[src/rtl/calpoc_fsm.sv]
// calpoc_fsm: controller for a bit-serial two-operand logic calculator.
// Six push-buttons feed this block. The user enters operand A one bit at a time,
// picks OR or XOR, enters operand B, then presses Equals.
// Operands drive two LED banks, and the result drives a binary display code.
// Every output comes straight from a register.
module calpoc_fsm #(
    parameter int WIDTH = 3
) (
    input  logic             CLK,
    input  logic             RST,
    input  logic             ButtonFor1,
    input  logic             ButtonFor0,
    input  logic             ButtonForOR,
    input  logic             ButtonForXOR,
    input  logic             ButtonForEquals,
    input  logic             ButtonForClear,
    output logic [WIDTH-1:0] LEDForA,
    output logic [WIDTH-1:0] LEDForB,
    output logic [WIDTH-1:0] SevenSeg
);

    // Controller states: collecting A, collecting B, showing the result
    typedef enum logic [1:0] {
        STATE_ARG1   = 2'd0,
        STATE_ARG2   = 2'd1,
        STATE_RESULT = 2'd2
    } state_t;

    // Latched operator
    typedef enum logic {
        OP_OR  = 1'b0,
        OP_XOR = 1'b1
    } op_t;

    // At most one event is acted on per cycle; this is the winner after priority
    typedef enum logic [2:0] {
        EV_NONE   = 3'd0,
        EV_CLEAR  = 3'd1,
        EV_EQUALS = 3'd2,
        EV_OR     = 3'd3,
        EV_XOR    = 3'd4,
        EV_ONE    = 3'd5,
        EV_ZERO   = 3'd6
    } event_t;

    // Shift a new digit into the LSB, MSB first; the oldest bit falls off the top
    function automatic logic [WIDTH-1:0] shift_in(
        input logic [WIDTH-1:0] val,
        input logic             digit
    );
        shift_in = {val[WIDTH-2:0], digit};
    endfunction

    // Apply the latched operator to both operands
    function automatic logic [WIDTH-1:0] compute_result(
        input op_t              op,
        input logic [WIDTH-1:0] a,
        input logic [WIDTH-1:0] b
    );
        logic [WIDTH-1:0] res;
        case (op)
            OP_OR:   res = a | b;
            OP_XOR:  res = a ^ b;
            default: res = {WIDTH{1'b0}};
        endcase
        compute_result = res;
    endfunction

    // Registers
    state_t           r_state;
    op_t              r_op;
    logic [WIDTH-1:0] r_a;
    logic [WIDTH-1:0] r_b;
    logic [WIDTH-1:0] r_seg;

    logic             r_prev_1;
    logic             r_prev_0;
    logic             r_prev_or;
    logic             r_prev_xor;
    logic             r_prev_eq;
    logic             r_prev_clr;

    // Combinational signals
    logic             w_ev_1;
    logic             w_ev_0;
    logic             w_ev_or;
    logic             w_ev_xor;
    logic             w_ev_eq;
    logic             w_ev_clr;
    event_t           w_event;

    state_t           w_state_nxt;
    op_t              w_op_nxt;
    logic [WIDTH-1:0] w_a_nxt;
    logic [WIDTH-1:0] w_b_nxt;
    logic [WIDTH-1:0] w_seg_nxt;

    // Previous-value flops load every cycle, including during RST, so a button
    // held through reset does not look like a fresh press afterwards
    always_ff @(posedge CLK) begin
        r_prev_1   <= ButtonFor1;
        r_prev_0   <= ButtonFor0;
        r_prev_or  <= ButtonForOR;
        r_prev_xor <= ButtonForXOR;
        r_prev_eq  <= ButtonForEquals;
        r_prev_clr <= ButtonForClear;
    end

    // A press event is a rising edge: the button is high now and was low last cycle
    assign w_ev_1   = ButtonFor1      & ~r_prev_1;
    assign w_ev_0   = ButtonFor0      & ~r_prev_0;
    assign w_ev_or  = ButtonForOR     & ~r_prev_or;
    assign w_ev_xor = ButtonForXOR    & ~r_prev_xor;
    assign w_ev_eq  = ButtonForEquals & ~r_prev_eq;
    assign w_ev_clr = ButtonForClear  & ~r_prev_clr;

    // Priority-select a single event: Clear > Equals > OR > XOR > 1 > 0
    always_comb begin
        w_event = EV_NONE;
        if (w_ev_clr) begin
            w_event = EV_CLEAR;
        end else if (w_ev_eq) begin
            w_event = EV_EQUALS;
        end else if (w_ev_or) begin
            w_event = EV_OR;
        end else if (w_ev_xor) begin
            w_event = EV_XOR;
        end else if (w_ev_1) begin
            w_event = EV_ONE;
        end else if (w_ev_0) begin
            w_event = EV_ZERO;
        end else begin
            w_event = EV_NONE;
        end
    end

    // Next-state and next-datapath decode for the selected event
    always_comb begin
        w_state_nxt = r_state;
        w_op_nxt    = r_op;
        w_a_nxt     = r_a;
        w_b_nxt     = r_b;
        w_seg_nxt   = r_seg;

        if (w_event == EV_CLEAR) begin
            w_state_nxt = STATE_ARG1;
            w_op_nxt    = OP_OR;
            w_a_nxt     = {WIDTH{1'b0}};
            w_b_nxt     = {WIDTH{1'b0}};
            w_seg_nxt   = {WIDTH{1'b0}};
        end else begin
            case (r_state)
                STATE_ARG1: begin
                    case (w_event)
                        EV_ONE:  w_a_nxt = shift_in(r_a, 1'b1);
                        EV_ZERO: w_a_nxt = shift_in(r_a, 1'b0);
                        EV_OR: begin
                            w_op_nxt    = OP_OR;
                            w_state_nxt = STATE_ARG2;
                        end
                        EV_XOR: begin
                            w_op_nxt    = OP_XOR;
                            w_state_nxt = STATE_ARG2;
                        end
                        // Equals has nothing to compute yet
                        default: w_state_nxt = STATE_ARG1;
                    endcase
                end
                STATE_ARG2: begin
                    case (w_event)
                        EV_ONE:  w_b_nxt = shift_in(r_b, 1'b1);
                        EV_ZERO: w_b_nxt = shift_in(r_b, 1'b0);
                        // The last operator pressed before Equals wins
                        EV_OR:   w_op_nxt = OP_OR;
                        EV_XOR:  w_op_nxt = OP_XOR;
                        EV_EQUALS: begin
                            w_seg_nxt   = compute_result(r_op, r_a, r_b);
                            w_state_nxt = STATE_RESULT;
                        end
                        default: w_state_nxt = STATE_ARG2;
                    endcase
                end
                // Result is frozen; only Clear or RST leave this state
                STATE_RESULT: w_state_nxt = STATE_RESULT;
                // An illegal encoding recovers to a clean start
                default: begin
                    w_state_nxt = STATE_ARG1;
                    w_op_nxt    = OP_OR;
                    w_a_nxt     = {WIDTH{1'b0}};
                    w_b_nxt     = {WIDTH{1'b0}};
                    w_seg_nxt   = {WIDTH{1'b0}};
                end
            endcase
        end
    end

    // State and datapath registers with synchronous reset
    always_ff @(posedge CLK) begin
        if (RST) begin
            r_state <= STATE_ARG1;
            r_op    <= OP_OR;
            r_a     <= {WIDTH{1'b0}};
            r_b     <= {WIDTH{1'b0}};
            r_seg   <= {WIDTH{1'b0}};
        end else begin
            r_state <= w_state_nxt;
            r_op    <= w_op_nxt;
            r_a     <= w_a_nxt;
            r_b     <= w_b_nxt;
            r_seg   <= w_seg_nxt;
        end
    end

    assign LEDForA  = r_a;
    assign LEDForB  = r_b;
    assign SevenSeg = r_seg;

endmodule

[config.mk]
export PLATFORM = sky130hd
export DESIGN_NAME = calpoc_fsm
export DESIGN_NICKNAME = d
export VERILOG_FILES = /design/src/rtl/calpoc_fsm.sv
export SDC_FILE = /design/constraint.sdc
export NUM_CORES = 1
export LEC_CHECK = 0
export CAP_MARGIN = 0
export CORE_MARGIN = 10
export CORE_UTILIZATION = 50
export CTS_CLUSTER_SIZE = 30
export DETAILED_ROUTE_END_ITERATION = 8
export HOLD_SLACK_MARGIN = 0.03
export PLACE_DENSITY_LB_ADDON = 0.25
export SKIP_CTS_REPAIR_TIMING = 1
export SYNTH_ARGS = -nofsm -noshare
export SYNTH_HDL_FRONTEND = slang
export SYNTH_SLANG_ARGS = --single-unit
export TNS_END_PERCENT = 50
[constraint.sdc]
create_clock -name CLK -period 3.4 [get_ports CLK]
set_input_delay 0.34 -clock CLK [delete_from_list [all_inputs] [get_ports CLK]]
set_output_delay 0.34 -clock CLK [all_outputs]
set_load 0.01 [all_outputs]
Word-level counts from Yosys, hierarchy flattened. Index checks and enable logic that the tools add are counted. W data, S select, Z words.

Bits in registers: 18. Latch bits: 0. Memory bits (writable): 0. Bits in read-only memories: 0. Input port bits: 8. Output and inout bits: 9. Logic and storage cells: 74. Memories kept: 0.

Add/sub/neg operators: 0. Multiply operators: 0. Div/mod/pow operators: 0. Order comparisons: 0. Equal/unequal tests: 14. Shift-type cells: 0. Mux-type cells: 18. Bitwise operators: 18. Reduce and logical (&&, ||, !) cells: 13.

Operators with widths (count): $pmux W3 S2 (6); $mux W3 (7); $reduce_or A2 Y1 (6); $not A1 Y1 (10); $reduce_and A2 Y1 (5); $eq A3 B3 Y1 const B (3); $pmux W2 S2 (2); $and A1 B1 Y1 (6); $eq A3 B2 Y1 const B (2); $ne A2 B2 Y1 const B (3); $ne A3 B1 Y1 const B (2); $pmux W2 S3 (1); $pmux W1 S2 (2); $reduce_or A4 Y1 (1); $eq A3 B1 Y1 const B (1); $ne A3 B3 Y1 const B (1); $or A3 B3 Y3 (1); $xor A3 B3 Y3 (1); $eq A2 B1 Y1 const B (1); $eq A2 B2 Y1 const B (1); $logic_not A2 Y1 (1).

Depth between registers and ports, before layout.
Depth in word-level cells: 12. Gate-level depth with buffers: 6. Mapped depth without buffers: 6.

Worst setup path after synthesis. OpenSTA, ideal clock, no wires.

Path kind: reg2reg. From: register r_state[0]. To: register r_b[2], in the netlist LEDForB[2]. Arrival: 1.396 ns. Data required time: 3.283 ns. Slack: 1.886 ns. Cell stages (with the launch flop): 7. Path buffers: 0. Clock period less this slack: 1.514 ns. Cell sequence: dfxtp_1 > inv_1 > ha_1 > or2_1 > nor2_1 > a31oi_1 > a32o_1.

Longest elaborated chain between the ends: 4. Elaborated cells between the ends (all ways): 8. Classes of those cells: eq/ne: 3; mux: 1; bitwise: 1; reduce/logical: 3.

Ends and longest elaborated chain: start: declaration (RTL line 70) `state_t r_state;`; start signal: assignment (RTL line 206) `r_state <= w_state_nxt;`; $eq A2 B2 Y1 / $logic_not A2 Y1 (equally long branches) (RTL line 152) `case (r_state)`; $reduce_or A2 Y1 (no line); $not A1 Y1 (no line); $reduce_and A2 Y1 (no line); end signal: assignment (RTL line 203) `r_b <= {WIDTH{1'b0}};`; end signal: assignment (RTL line 209) `r_b <= w_b_nxt;`; end: declaration (RTL line 73) `logic [WIDTH-1:0] r_b;`.

Several ways; a longest one is shown, not always the timed one. A chain may end at the register's enable or synchronous reset.

Worst setup path after layout.
From: input ButtonForClear. To: register r_state[1].

Longest elaborated chain between the ends: 6. Elaborated cells between the ends (all ways): 16. Classes of those cells: eq/ne: 8; mux: 3; bitwise: 1; reduce/logical: 4.

Ends and longest elaborated chain: start: declaration (RTL line 16) `input logic ButtonForClear,`; $and A1 B1 Y1 * (RTL line 115) `assign w_ev_clr = ButtonForClear & ~r_prev_clr;`; $mux W3 * (RTL line 120) `if (w_ev_clr) begin`; $eq A3 B3 Y1, or another cell as far along (RTL line 154, 170); $reduce_or A4 Y1 (no line) / $reduce_or A2 Y1 (equally long branches); $pmux W2 S2 / $ne A2 B2 Y1 (equally long branches); $pmux W2 S3 / $reduce_and A2 Y1 (equally long branches).

Mark *: on every way between the ends. The rest lies on a longest branch, timed or not.

==> impl_metrics.xml <==
<?xml version="1.0" encoding="UTF-8"?>
<metrics>
  <group name="routing">
    <metric name="postRouteAntennaNets" unit="">0</metric>
    <metric name="total_iterations_of_the_first_detailed_routing_run" unit="">4</metric>
    <metric name="drc_errors" unit="">0</metric>
    <metric name="post_drt_wl_per_cell" unit="um">14.3</metric>
    <metric name="drt-vias-per-instance" unit="">5.77</metric>
    <metric name="initialDrtViolationCount" unit="">31</metric>
    <metric name="vias" unit="">895</metric>
    <metric name="detail_route.wirelength" unit="um">2220</metric>
  </group>
  <group name="pwr">
    <metric name="power.share.clock" unit="">0.309</metric>
    <metric name="power.share.sequential" unit="">0.518</metric>
    <metric name="cell_internal_pwr" unit="mW">0.312</metric>
    <metric name="p_comb_frac" unit="">0.173</metric>
    <metric name="p_sw" unit="mW">0.115</metric>
    <metric name="power.ir.vdd_worst" unit="mV">0.231</metric>
    <metric name="power_density" unit="nW/um2">356</metric>
    <metric name="total_leakage_power" unit="nW">0.410</metric>
    <metric name="switching_share" unit="">0.269</metric>
    <metric name="power" unit="mW">0.427</metric>
  </group>
  <group name="timing">
    <metric name="timing.fmax" unit="GHz">0.564</metric>
    <metric name="tns" unit="ns">0</metric>
    <metric name="clock-skew-final" unit="ns">0.00106</metric>
    <metric name="tightestPinTransition" unit="ns">0.450</metric>
    <metric name="setup-violations-final" unit="">0</metric>
    <metric name="finalCriticalPeriod" unit="ns">1.77</metric>
    <metric name="timing_hold_violations_final" unit="">0</metric>
    <metric name="report.final.slew_viol_count" unit="">0</metric>
    <metric name="slew-limit-headroom" unit="">0.699</metric>
    <metric name="rsz0062_at_grt" unit="">false</metric>
    <metric name="setup_slack" unit="ns">1.63</metric>
    <metric name="fin_crit_sh" unit="">0.521</metric>
  </group>
  <group name="clock_tree">
    <metric name="numCtsBuffers" unit="">3</metric>
    <metric name="clock_sinks" unit="">18</metric>
    <metric name="clock_tree.root_cell" unit="">sky130_fd_sc_hd__clkbuf_4</metric>
    <metric name="clkSlewWorstSetupHoldPaths" unit="ns">0.10</metric>
    <metric name="worstSkewPairLatency" unit="ns">0.30</metric>
    <metric name="cts.htree.levels" unit="">1</metric>
    <metric name="clk_path_buf_depth" unit="">2</metric>
    <metric name="tritoncts_clock_tree" unit="">built</metric>
  </group>
  <group name="worst_setup_path">
    <metric name="path_buf_inv" unit="">1</metric>
    <metric name="cp-end-kind" unit="">flip-flop</metric>
    <metric name="worstPathMaxFanout" unit="">7</metric>
    <metric name="worst-endpoint-arrival" unit="ns">1.97</metric>
    <metric name="path_cells" unit="">clkdlybuf4s50_1 &gt; nor2b_4 &gt; nor4_4 &gt; a311oi_1 &gt; a2111oi_2</metric>
    <metric name="setup.worst_path.class" unit="">input port to flip-flop</metric>
    <metric name="critPathSlowestCell" unit="">sky130_fd_sc_hd__clkdlybuf4s50_1</metric>
    <metric name="worstSetupStartpointType" unit="">input port</metric>
    <metric name="critical-path-max-stage-delay" unit="ns">0.46</metric>
    <metric name="path_delay_family" unit="">simple AND/OR/NAND/NOR gates</metric>
    <metric name="critical_path_depth" unit="">5</metric>
    <metric name="timing.critical_path.required" unit="ns">3.60</metric>
    <metric name="reg2reg_depth" unit="">6</metric>
  </group>
  <group name="die">
    <metric name="initial_standard_cell_utilization_of_the_core" unit="">0.545</metric>
    <metric name="core.rowCount" unit="">15</metric>
    <metric name="total_die_area" unit="um2">4140</metric>
    <metric name="die_height" unit="um">64.3</metric>
    <metric name="fp.dieW" unit="um">64.3</metric>
    <metric name="boundaryPins" unit="">17</metric>
    <metric name="core_region_area" unit="um2">1800</metric>
  </group>
  <group name="global_routing">
    <metric name="grt.total_usage" unit="">0.115</metric>
    <metric name="grt_util_met2" unit="">0.191</metric>
    <metric name="busiest_layer" unit="">met2</metric>
    <metric name="grt_util_met1" unit="">0.127</metric>
    <metric name="antenna_violations_before_repair" unit="">0</metric>
    <metric name="grt_start_max_net_pins" unit="">13</metric>
    <metric name="via_count_of_the_first_global_routing_pass" unit="">927</metric>
    <metric name="grt_first_pass_wirelength" unit="um">3910</metric>
    <metric name="global_route.usage.met3" unit="">0.0418</metric>
    <metric name="grt_overflow_total" unit="">0</metric>
  </group>
  <group name="synth">
    <metric name="yosys-top-cells-area" unit="">sky130_fd_sc_hd__dfxtp_1 (37%), sky130_fd_sc_hd__ha_1 (8.9%), sky130_fd_sc_hd__a32o_1 (4.1%)</metric>
    <metric name="synth.distinct_cells" unit="">30</metric>
    <metric name="synth_area" unit="um2">982</metric>
    <metric name="ys_ff_latch" unit="">18</metric>
    <metric name="cell_count_after_synthesis" unit="">112</metric>
    <metric name="number_of_nets_produced_by_synthesis" unit="">127</metric>
    <metric name="synthesis.yosys.warnings" unit="">0</metric>
    <metric name="post-synth-top-area-cell" unit="">sky130_fd_sc_hd__dfxtp_1</metric>
    <metric name="yosysSeqAreaShare" unit="">0.367</metric>
    <metric name="syn_area_per_cell" unit="um2">8.77</metric>
    <metric name="post-synth-top-area-fraction" unit="">0.367</metric>
  </group>
  <group name="placed_design">
    <metric name="numPlacedInstances" unit="">151</metric>
    <metric name="buffer_ports.inserted" unit="">16</metric>
    <metric name="routabilityCongestion" unit="">0.809</metric>
    <metric name="detailedPlace.worstSlack" unit="ns">1.36</metric>
    <metric name="dp_hpwl" unit="um">1730</metric>
  </group>
  <group name="cells_and_area">
    <metric name="layout-drive-gt1-share" unit="">0.0692</metric>
    <metric name="areaGrowthSynthToFinish" unit="%">22.3</metric>
    <metric name="share_of_the_core_filled_with_cells_in_the_final_layout" unit="">0.667</metric>
    <metric name="antenna_cells" unit="">0</metric>
    <metric name="final-instance-count-excl-fill" unit="">155</metric>
    <metric name="nets" unit="">146</metric>
  </group>
  <group name="run_status">
    <metric name="outcome" unit="">complete, no violations</metric>
  </group>
  <group name="min_path">
    <metric name="min_delay_path_depth" unit="">2</metric>
    <metric name="min_path_type" unit="">flip-flop to flip-flop</metric>
  </group>
  <group name="job">
    <metric name="max_cap_viol_count" unit="">0</metric>
  </group>
</metrics>
[logic make-up (layout without fill, tap and decap cells)]
group | after synthesis | count (layout) | synth area share
AO/OA/AOI/OAI | 31 | 31 | 0.213
adder cells (fa/ha/maj) | 7 | 7 | 0.0892
buffers and inverters | 11 | 29 | 0.0433
AND/OR/NAND/NOR | 45 | 45 | 0.288
flip-flops | 18 | 18 | 0.367
[power groups by stage]
stage,combinational (mW),sequential [mW],clock [mW]
2_1_floorplan,0.0501,0.226,0
3_3_place_gp,0.0708,0.226,0
3_5_place_dp,0.0728,0.226,0
4_1_cts,0.0734,0.222,0.139
5_1_grt,0.0836,0.223,0.146
6_report,0.0739,0.222,0.132
[synthesized netlist by cell type]
| library cell | instances |
|---|---|
| sky130_fd_sc_hd__nor4_1 | 2 |
| sky130_fd_sc_hd__inv_1 | 9 |
| sky130_fd_sc_hd__nand2_1 | 6 |
| sky130_fd_sc_hd__or2_1 | 2 |
| sky130_fd_sc_hd__nand2b_2 | 1 |
| sky130_fd_sc_hd__a31oi_1 | 5 |
| sky130_fd_sc_hd__a21boi_1 | 1 |
| sky130_fd_sc_hd__o211ai_1 | 2 |
| sky130_fd_sc_hd__o311ai_0 | 1 |
| sky130_fd_sc_hd__nor2b_1 | 5 |
| sky130_fd_sc_hd__or3_1 | 1 |
| sky130_fd_sc_hd__a2111oi_2 | 1 |
| sky130_fd_sc_hd__a21oi_1 | 5 |
| sky130_fd_sc_hd__nor3_1 | 2 |
| sky130_fd_sc_hd__buf_2 | 1 |
| sky130_fd_sc_hd__and4_1 | 2 |
| sky130_fd_sc_hd__dfxtp_1 | 18 |
| sky130_fd_sc_hd__clkbuf_1 | 1 |
| sky130_fd_sc_hd__o21ai_1 | 2 |
| sky130_fd_sc_hd__a311oi_1 | 1 |
| sky130_fd_sc_hd__nor2b_4 | 2 |
| sky130_fd_sc_hd__nand2b_1 | 6 |
| sky130_fd_sc_hd__nor4_4 | 1 |
| sky130_fd_sc_hd__or4_1 | 1 |
| sky130_fd_sc_hd__nor2_1 | 8 |
| sky130_fd_sc_hd__a211oi_1 | 1 |
| sky130_fd_sc_hd__ha_1 | 7 |
| sky130_fd_sc_hd__nand4_1 | 6 |
| sky130_fd_sc_hd__o21ai_0 | 8 |
| sky130_fd_sc_hd__a32o_1 | 4 |
[tightest hold or removal path: stages (launching register included)]
cell                      delay, ns
sky130_fd_sc_hd__dfxtp_1       0.32
sky130_fd_sc_hd__o21ai_0       0.06
sky130_fd_sc_hd__a21oi_1       0.06
[through the flow]
stage / hold WS [ns] / cell area, um2
after floorplan: 0.368 / 982
after global placement: 0.458 / 1160
after detailed placement: 0.470 / 1160
after CTS: 0.484 / 1200
after global routing: 0.516 / 1200
final: 0.479 / 1200
[state kept, by name, summed over array words and instances (netlist names), 2 cells and up]
register,count
SevenSeg,3
r_state,2
LEDForB,3
LEDForA,3
[area by class of cell]
class	instances	area (um2)
Fill cell	168	601
Multi-Input combinational cell	83	579
Sequential cell	18	360
Timing Repair Buffer	16	160
Clock buffer	4	36.3
Inverter	9	33.8
Tap cell	25	31.3
[final timing paths]
| path | from | endpoint | slack, ns |
|---|---|---|---|
| hold reg to reg | SevenSeg[0] | SevenSeg[0] | 0.48 |
| hold / removal | SevenSeg[0] | SevenSeg[0] | 0.48 |
| setup reg to reg | r_state[0] | LEDForB[2] | 1.68 |
| setup / recovery | ButtonForClear | r_state[1] | 1.63 |
[metal layers]
layer | vias up | wire length [um]
met5 | - | 0
met4 | 0 | 31
met3 | 5 | 166
met2 | 34 | 1060
met1 | 405 | 965
li1 | 451 | -
[cells in the final DEF, fill, tap and decap left out, types with 6 or more instances in the layout]
cell type                         netlist  routed
sky130_fd_sc_hd__nand2b_1               6       6
sky130_fd_sc_hd__ha_1                   7       7
sky130_fd_sc_hd__dfxtp_1               18      18
sky130_fd_sc_hd__inv_1                  9       9
sky130_fd_sc_hd__nor2_1                 8       8
sky130_fd_sc_hd__o21ai_0                8       8
sky130_fd_sc_hd__nand4_1                6       6
sky130_fd_sc_hd__clkdlybuf4s50_1        0      16
sky130_fd_sc_hd__nand2_1                6       6
Note: power is estimated with default switching activity, not from simulation.
==> patch: new RTL, same settings <==
The parameter `WIDTH` goes from 3 to 6.
--- a/src/rtl/calpoc_fsm.sv
+++ b/src/rtl/calpoc_fsm.sv
@@ -6,3 +6,3 @@
 module calpoc_fsm #(
-    parameter int WIDTH = 3
+    parameter int WIDTH = 6
 ) (
Ports: changed (resized LEDForA, LEDForB and SevenSeg); port bits go from 17 to 26. No check against the original RTL was run, so the function may have changed too.
==> patch against the original RTL <==
Non-clock buffer count rose by 9; critical path depth rose by 1; largest power group unchanged; clock power rose by 4%; power rose by 27%; utilization fell by 2.5 points; setup slack got worse by 0.051 ns; area after synthesis rose by 34%; sequential cell count rose by 9; design area rose by 34%; sequential power rose by 48%; highest routed layer unchanged; wire length rose by 31%; via count rose by 29%.
==> patch: results (changes against the original RTL) <==
* Sequential Area at 541 um2 (+50%)
* HPWL after detailed placement at 2.34 mm (+35%)
* Root Buffer: clkbuf_4
* Slew margin rel. at 59.0% (-11 points)
* CTS Buf Count at 3 (unchanged)
* Hold EP: SevenSeg[3]
* Reg2reg start: r_state[1]
* Synth unique cells at 31 (+3.3%)
* Post-synth top cells: dfxtp_1, nand2_1, inv_1, a21oi_1, ha_1
* Largest net degree at the start of global routing at 15 (+2)
* Worst path max stage delay at 0.49 ns (+0.03 ns)
* H-tree Lvls at 1 (unchanged)
* Top delay family on crit path: compound AO/OA/AOI/OAI gates
* Lkg Pwr at 0.532 nW (+30%)
* Most used DFF post-synth: dfxtp_1
* Hold WC Path Type: flop to flop
* Port Buf Inserts at 25 (+9)
* Filler cells at 227 (+35%)
* First-pass GRT wire length at 5.09 mm (+30%)
* Max IR drop VDD at 0.260 mV (+13%)
* Synth Net Count at 175 (+38%)
* DRT iter0 DRCs at 52 (+68%)
* Crit path max-delay cell type: ha_1
* Initial DRT Pass Iterations at 4 (unchanged)
* Largest buffer count on any clock path at 2 (unchanged)
* Hold Crit Start: SevenSeg[3]
* WL per Instance at 13.8 um (-4.0%)
* Layout Skew at 0.00343 ns (+0.00237 ns)
* Ys Warns at 0 (unchanged)
* R2R cell count at 6 (unchanged)
* Share of flip-flops with an asynchronous set or reset at 0% (unchanged)
* Status: complete, no violations
* Dpl cell area at 0.00158 mm2 (+35%)
* Worst-path fanout max at 14 (+7)
* CP Data Arrival Time at 2.07 ns (+0.10 ns)
* Final #Nets at 200 (+37%)
* Area contributors post-synth: dfxtp_1, ha_1, nand2_1
* Vias per inst at 5.46 (-5.4%)
* Gpl congestion at 0.817 (+1.0%)
* Clk_lat worst skew at 0.32 ns (+0.02 ns)
* Layout cells sized above 1 at 6.08% (-0.85 points)
* Initial antenna violation count at 0 (unchanged)
* Seq/Total Area, Yosys at 41.2% (+4.5 points)
* FF-to-FF setup slack at 1.58 ns (-0.10 ns)
* RR Endpoint: r_state[1]
* Clock transition at path regs at 0.14 ns (+0.04 ns)
* Hold Crit Depth at 2 (unchanged)
* GRT Util Overall at 11.9% (+0.41 points)
* # diodes at 0 (unchanged)
* Vias in the first global route at 1172 (+26%)
-- patch: worst max path at each step --
stage	startpoint	endpoint	slack, ns	cells after the start
final	r_state[1]	r_state[1]	1.58	6
after global routing	r_state[0]	SevenSeg[0]	1.42	6
after global placement	ButtonFor0	LEDForA[1]	1.48	6
after floorplan	r_state[0]	SevenSeg[0]	1.88	8
after CTS	r_state[1]	r_state[1]	1.60	6
after detailed placement	ButtonFor0	LEDForB[1]	1.42	6
-- patch: final cells by class --
class,count,area share (%)
sequential,27,33.7
tap,30,2.34
timing repair buffer,25,15.6
clock buffer,4,1.64
inverter,15,3.51
multi-input combinational,110,43.2
-- patch: power by group --
part / internal, mW / switching (mW)
clock network: 0.0460 / 0.0906
logic: 0.0310 / 0.0474
registers: 0.323 / 0.00497
total: 0.400 / 0.143
-- patch: per-stage QoR --
step | power [mW] | instances | setup slack (ns) | hold slack (ns)
4_1_cts | 0.548 | 211 | 1.60 | 0.462
5_1_grt | 0.570 | 211 | 1.42 | 0.470
2_1_floorplan | 0.390 | 157 | 1.88 | 0.368
3_5_place_dp | 0.412 | 207 | 1.42 | 0.451
6_report | 0.543 | 211 | 1.58 | 0.462
3_3_place_gp | 0.410 | 207 | 1.48 | 0.441
-- patch: routing by layer --
layer  vias up  wire [um]  GRT usage [%]  share of wire [%]
met5         -          0              0                  0
met4         0         39           4.52                1.3
met3         4        224           3.86                7.7
met1       521       1260           13.5                 44
met2        33       1380           20.1                 47
li1        594          -              -                  -
-- patch: logic make-up after synthesis --
logic type	synth area share, %
flip-flops	41.2
buffers and inverters	5.92
AO/OA/AOI/OAI	19.7
adder cells (fa/ha/maj)	9.54
multiplexers	0.763
AND/OR/NAND/NOR	22.9
